### src/rtl/fetch_pc.sv
// fetch_pc: IFU fetch program counter. Sequential 16/32-bit increment, prioritised
// trap/jump redirects with a stall-safe pending slot, and a circular return-address stack.
module fetch_pc #(
   parameter int unsigned       XLEN      = 32,
   parameter logic [XLEN-1:0]   RESET_VEC = XLEN'(32'h8000_0000),
   parameter int unsigned       RAS_DEPTH = 4
) (
   input  logic                               clk,
   input  logic                               reset,
   input  logic                               stall,
   input  logic                               compressed,
   input  logic                               is_call,
   input  logic                               is_ret,
   input  logic                               je,
   input  logic [XLEN-1:0]                    ja,
   input  logic                               trap_en,
   input  logic [XLEN-1:0]                    trap_vec,
   output logic [XLEN-1:0]                    curr_pc,
   output logic [XLEN-1:0]                    inc_pc,
   output logic [XLEN-1:0]                    next_pc,
   output logic                               pred_ret,
   output logic [$clog2(RAS_DEPTH+1)-1:0]     ras_count
);

   localparam int unsigned     CW       = $clog2(RAS_DEPTH + 1);
   localparam int unsigned     PW       = $clog2(RAS_DEPTH);
   localparam logic [CW-1:0]   RAS_FULL = CW'(RAS_DEPTH);

   logic                pend_valid;
   logic [XLEN-1:0]     pend_addr;

   logic [XLEN-1:0]     ras_mem [RAS_DEPTH];
   logic [PW-1:0]       ras_ptr;
   logic [PW-1:0]       ras_waddr;
   logic [XLEN-1:0]     ras_top;

   logic                new_redir;
   logic                redir;
   logic [XLEN-1:0]     redir_addr;
   logic                ras_nonempty;
   logic                ras_upd;
   logic                push_new;
   logic                replace_top;
   logic                pop;
   logic                ras_we;

   assign inc_pc = curr_pc + (compressed ? XLEN'(2) : XLEN'(4));

   // A fresh redirect always outranks the one parked while fetch was stalled.
   assign new_redir  = trap_en | je;
   assign redir      = new_redir | pend_valid;
   assign redir_addr = trap_en ? trap_vec : (je ? ja : pend_addr);

   assign ras_nonempty = (ras_count != '0);
   assign ras_top      = ras_mem[ras_ptr];

   // Hints are only trusted on a cycle that actually advances down the predicted path.
   assign ras_upd     = !stall && !redir;
   assign pred_ret    = ras_upd && is_ret && ras_nonempty;
   assign push_new    = ras_upd && is_call && (!is_ret || !ras_nonempty);
   assign replace_top = ras_upd && is_call && is_ret && ras_nonempty;
   assign pop         = ras_upd && is_ret && !is_call && ras_nonempty;
   assign ras_we      = push_new || replace_top;
   assign ras_waddr   = push_new ? ras_ptr + 1'b1 : ras_ptr;

   // NOTE: every always_comb output gets a default first, so no path can infer a latch.
   always_comb begin
      next_pc = inc_pc;
      if (stall) begin
         next_pc = curr_pc;
      end else if (redir) begin
         next_pc = redir_addr;
      end else if (pred_ret) begin
         next_pc = ras_top;
      end
   end

   // NOTE: registered state is written with non-blocking assignments so all flops
   // sample the same pre-edge values regardless of block evaluation order.
   always_ff @(posedge clk or posedge reset) begin
      if (reset) begin
         curr_pc    <= RESET_VEC;
         pend_valid <= 1'b0;
         pend_addr  <= '0;
      end else begin
         curr_pc <= next_pc;
         if (!stall) begin
            pend_valid <= 1'b0;
         end else if (new_redir) begin
            pend_valid <= 1'b1;
            pend_addr  <= redir_addr;
         end
      end
   end

   // Trap flushes the stack even while stalled; the pointer restarts so reset and flush look alike.
   always_ff @(posedge clk or posedge reset) begin
      if (reset) begin
         ras_ptr   <= '0;
         ras_count <= '0;
      end else if (trap_en) begin
         ras_ptr   <= '0;
         ras_count <= '0;
      end else if (push_new) begin
         ras_ptr <= ras_ptr + 1'b1;
         if (ras_count != RAS_FULL) begin
            ras_count <= ras_count + 1'b1;
         end
      end else if (pop) begin
         ras_ptr   <= ras_ptr - 1'b1;
         ras_count <= ras_count - 1'b1;
      end
   end

   // NOTE: the RAS array has no reset; an entry is only read once ras_count marks it
   // valid, so clearing it would cost a reset net on every bit for nothing.
   always_ff @(posedge clk) begin
      if (ras_we) begin
         ras_mem[ras_waddr] <= inc_pc;
      end
   end

endmodule

### config.mk
export PLATFORM = sky130hd
export DESIGN_NAME = fetch_pc
export DESIGN_NICKNAME = d
export VERILOG_FILES = /design/src/rtl/fetch_pc.sv
export SDC_FILE = /design/constraint.sdc
export NUM_CORES = 1
export LEC_CHECK = 0
export ABC_AREA = 1
export CAP_MARGIN = 0
export CELL_PAD_IN_SITES_DETAIL_PLACEMENT = 0
export CELL_PAD_IN_SITES_GLOBAL_PLACEMENT = 1
export CORE_MARGIN = 8
export CORE_UTILIZATION = 36
export CTS_CLUSTER_DIAMETER = 100
export DETAILED_ROUTE_END_ITERATION = 8
export PLACE_DENSITY = 0.77
export SLEW_MARGIN = 20
export SYNTH_ARGS = -nofsm -noshare
export SYNTH_HDL_FRONTEND = slang
export SYNTH_SLANG_ARGS = --single-unit
### constraint.sdc
create_clock -name clk -period 2.9 [get_ports clk]
set_input_delay 0.58 -clock clk [delete_from_list [all_inputs] [get_ports clk]]
set_output_delay 0.58 -clock clk [all_outputs]
set_load 0.03 [all_outputs]
After elaboration in Yosys (flattened, before gate mapping) --
Memories as Yosys holds them, arrays and structs flattened. Index checks and enable logic that the tools add are counted. W data, S select, Z words.
Storage, ports and cells: flip-flop bits (word level) 70, RAM bits 128, output and inout port bits 100, word-level logic and storage cells 54, memories 1
Memory list:
- ras_mem | depth 4, bits a word 32, read ports 1, clocked after memory_dff 0, wr ports 1, RTL line 32 | logic [XLEN-1:0] ras_mem [RAS_DEPTH];
Operators by class: $add $sub $neg 5, equal/unequal tests 3, muxes and demuxes 18, bitwise gates (word level) 2, reduce and logical (&&, ||, !) cells 20
Operators by type and width (number):
- $mux W32 | 5
- $add A32 B3 Y32 | 1
- $mux W3 | 5
- $logic_and A1 B1 Y1 | 9
- $mux W2 | 4
- $reduce_bool A3 Y1 | 2
- $logic_not A1 Y1 | 5
- $mux W1 | 4
- $reduce_and A2 Y1 | 2
- $add A3 B1 Y3 const B | 1
- $ne A3 B2 Y1 const B | 1
- $ne A3 B3 Y1 const B | 1
- $sub A3 B1 Y3 const B | 1
- $add A2 B1 Y2 const B | 1
- $logic_or A1 B1 Y1 | 2
- $ne A2 B1 Y1 const B | 1
- $or A1 B1 Y1 | 2
- $sub A2 B1 Y2 const B | 1

Logic depth before layout (Yosys ltp) --
word-level depth 10, gate-level depth with buffers 11, depth with buffers taken out 11

Worst setup path after synthesis --
No wires, ideal clock.
kind input to output, start input port compressed, end output port next_pc[9], data arrival time 2.823 ns, setup slack -0.503 ns, cell stages on the path 10, path buffers 0, cell sequence ha_1 -> fa_1 -> nand3_1 -> inv_1 -> nand2_1 -> xor2_1 -> nand2_1 -> nand2_1 -> nand2_1 -> o21ai_0
On the way: word-level cells in the longest chain between the ends 5
Ends and longest elaborated chain:
- from (decl) | RTL line 11 | input logic compressed,
- $mux W3 | RTL line 47 | assign inc_pc = curr_pc + (compressed ? XLEN'(2) : XLEN'(4));
- $add A32 B3 Y32 | RTL line 47
- net inc_pc[9] | RTL line 19 | output logic [XLEN-1:0] inc_pc,
- $mux W32 | RTL line 73 | end else if (pred_ret) begin
- $mux W32 | RTL line 71 | end else if (redir) begin
- $mux W32 | RTL line 69 | if (stall) begin
- to (decl) | RTL line 20 | output logic [XLEN-1:0] next_pc,
The timed path passes the listed nets, and every way through them passes these cells.

Final worst setup path --
start register curr_pc[1], end output port next_pc[9]
On the way: word-level cells in the longest chain between the ends 4
Ends and longest elaborated chain:
- from (decl) | RTL line 18 | output logic [XLEN-1:0] curr_pc,
- from (signal assigned) | RTL line 86 | curr_pc <= next_pc;
- $add A32 B3 Y32 | RTL line 47
- $mux W32 | RTL line 73
- $mux W32 | RTL line 71
- $mux W32 | RTL line 69
Every way passes these cells.

==> run metrics <==
status=complete, but fails checks; failing checks=setup timing; main combinational cell family by area after synthesis=simple AND/OR/NAND/NOR gates; endpoint class of the critical path=primary output; ys async rst share=0.354; Rows=60; CORE AREA=26900 um2; #FFs+latches synth=198; Cells after Synth=1141; cell area after synthesis=9830 um2; power density over the cells=587 nW/um2; area delta synth->final=48.5%; peak supply drop=389 uV; Worst EP required=2320 ps; Setup Slack @ Placement=-461 ps; most frequent cells in the layout=409 x nand2_1, 128 x edfxtp_1, 115 x buf_4, 104 x clkdlybuf4s50_1, 92 x nor2_1; drt wl/cell=18.4 um; DP HPWL=24500 um; io pins=172; initial core utilization=0.366; antenna violations before repair=0; GRT Residual Overflow=0; Mapped Nets=1217; worst endpoint data arrival time=2410 ps; WS Path Type=flip-flop to primary output; DIE WIDTH=181 um; Fill cells=2395; period utilisation layout=1.03; Startpoint Class=flip-flop; port bufs=171; worst-path maximum fanout=5; CTS sink cnt=198; final worst setup slack=-88.8 ps; gpl congestion=0.908; Most used DFF post-synth=edfxtp_1; type of the worst min-delay path=input port to async pin; FMAX=335 MHz; area occupied by multi-input gates=4250 um2; MaxCap Viol Count=0; Final Power=8.57 mW; total area of sequential cells=5620 um2; RSZ-0062 raised after global routing=yes; EDFF count, synth=128; CTS buffer count=17; synthesis warning total=0; die area=32900 um2; reg2reg setup slack=770 ps; Fin Hold WS=459 ps; total wire length=32500 um; via density per instance=4.96; CTS tree=done; CTS H-tree depth=4; buffers from clock root to sink, at most=2; vias in the first global route=8639; DR vias=8762; Final Util=0.544; Clock Skews=11.8 ps; first-pass GRT wire length=49200 um; fin nets=1489; commonest non-fill, non-tap cell in the layout=nand2_1; dpl cells=1709; non-filler cells in the finished layout=1767; post-synthesis adder-cell area fraction=0.00662; mux share of post-synthesis cell area=0.0103; n_diodes=0; Total Routing Usage GR=0.194; Slew HR=0.679; area fraction in compound gates after synthesis=0.0632; Pre-antenna DRT Iters=5; max-slew violations=0; drt drc=0; Worst Tran Pin Value=481 ps; clk_lat worst skew=450 ps; Final Hold Fails=0; leakage power=6.16 nW; largest net degree at the start of global routing=56; clock-pin transition on the worst setup and hold timing paths=80 ps; Simple-Gate Fraction of Synth Area=0.286; fin crit period=2990 ps; Detail Route Antenna Nets=0; share of cells above drive strength 1=0.283; syn avg cell area=8.62 um2; Root Driver=clkbuf_16; XOR/XNOR Fraction of Synth Area=0.00802; Distinct cells, synth=37; post-synthesis sequential area ratio=0.569; Final setup viols=14; Initial DRC Count=559; Die Height=181 um
-- final timing paths --
kind | start | endpoint | cells after the start
min reg2reg | pend_addr[2]$_DFFE_PP0P_ | pend_addr[2]$_DFFE_PP0P_ | 2
max in group asynchronous | reset | curr_pc[31]$_DFF_PP1_ | 3
min | reset | pend_addr[3]$_DFFE_PP0P_ | 2
max | curr_pc[1]$_DFF_PP0_ | next_pc[9] | 12
min in group clk | pend_addr[2]$_DFFE_PP0P_ | pend_addr[2]$_DFFE_PP0P_ | 2
max reg2reg | pend_valid$_DFFE_PP0P_ | ras_mem[0][12]$_DFFE_PP_ | 11
-- final cells by class --
class	count	share of cell area
Timing Repair Buffer	305	0.235
Inverter	69	0.0193
Clock buffer	18	0.0294
Tap cell	341	0.0292
Multi-Input combinational cell	822	0.291
Sequential cell	198	0.384
Clock inverter	14	0.0122
-- flip-flops by register name, indices dropped and copies added (netlist names) --
register    count
ras_ptr         2
ras_count       3
pend_valid      1
pend_addr      32
ras_mem       128
curr_pc        32
-- per-layer routing --
metal,GRT usage,part of all wire,up-vias
li1,-,-,4287
met1,0.255,0.45,4155
met2,0.318,0.47,292
met3,0.0455,0.063,28
met4,0.0466,0.014,0
met5,0,0,-
-- cells in the mapped netlist (3+ instances only) --
master,n,share of area
nor2_2,3,0.0019
nand3b_1,3,0.0023
buf_4,8,0.0061
nand4_1,33,0.021
o21ai_0,50,0.025
nor2_4,4,0.0046
nand3_1,63,0.032
mux2_2,9,0.010
a21oi_1,55,0.028
o21ai_1,9,0.0046
dfrtp_1,69,0.18
nand2_1,453,0.17
inv_1,64,0.024
buf_6,6,0.0069
edfxtp_1,128,0.39
nor2_1,113,0.043
xor2_1,9,0.0080
inv_2,4,0.0015
clkbuf_1,13,0.0050
buf_2,23,0.012
-- report_power, final --
group	leakage (nW)	internal (mW)	switching (mW)
clock network	0.292	1.18	1.23
logic	3.91	1.21	1.51
registers	1.95	3.24	0.202
total	6.16	5.63	2.94
-- per-stage QoR --
stage / cell area [um2] / TNS, ps
floorplan: 9900 / -43210
global placement: 13200 / -21310
detailed placement: 13200 / -24680
CTS: 14200 / -2050
global route: 14600 / -2770
finish: 14600 / -678
-- worst max-delay path, cell delays in order, from the launching register on --
cell	delay, ps
dfrtp_1	450
ha_4	190
fa_2	360
nand3_2	100
inv_2	50
nand2_4	100
buf_6	110
xor2_2	160
nand2_1	70
nand2_1	60
nand2_1	60
o21ai_2	90
buf_6	160
-- cells by family (layout without fill, tap and decap cells) --
| family | after synthesis | after routing |
|---|---|---|
| AOI/OAI and AO/OA | 120 | 120 |
| xor gates and xnor gates | 9 | 9 |
| adders and majority gates | 4 | 4 |
| buffers and inverters | 121 | 406 |
| DFF | 198 | 198 |
| muxes | 9 | 9 |
| and+or+nand+nor | 680 | 680 |
-- what timing repair did --
item,CTS,global route
setup endpoints to repair,60,54
gates resized for setup,97,95
hold buffers,0,0
pin swaps,33,54
setup buffers,8,22
Note: power is estimated with default switching activity, not from simulation.
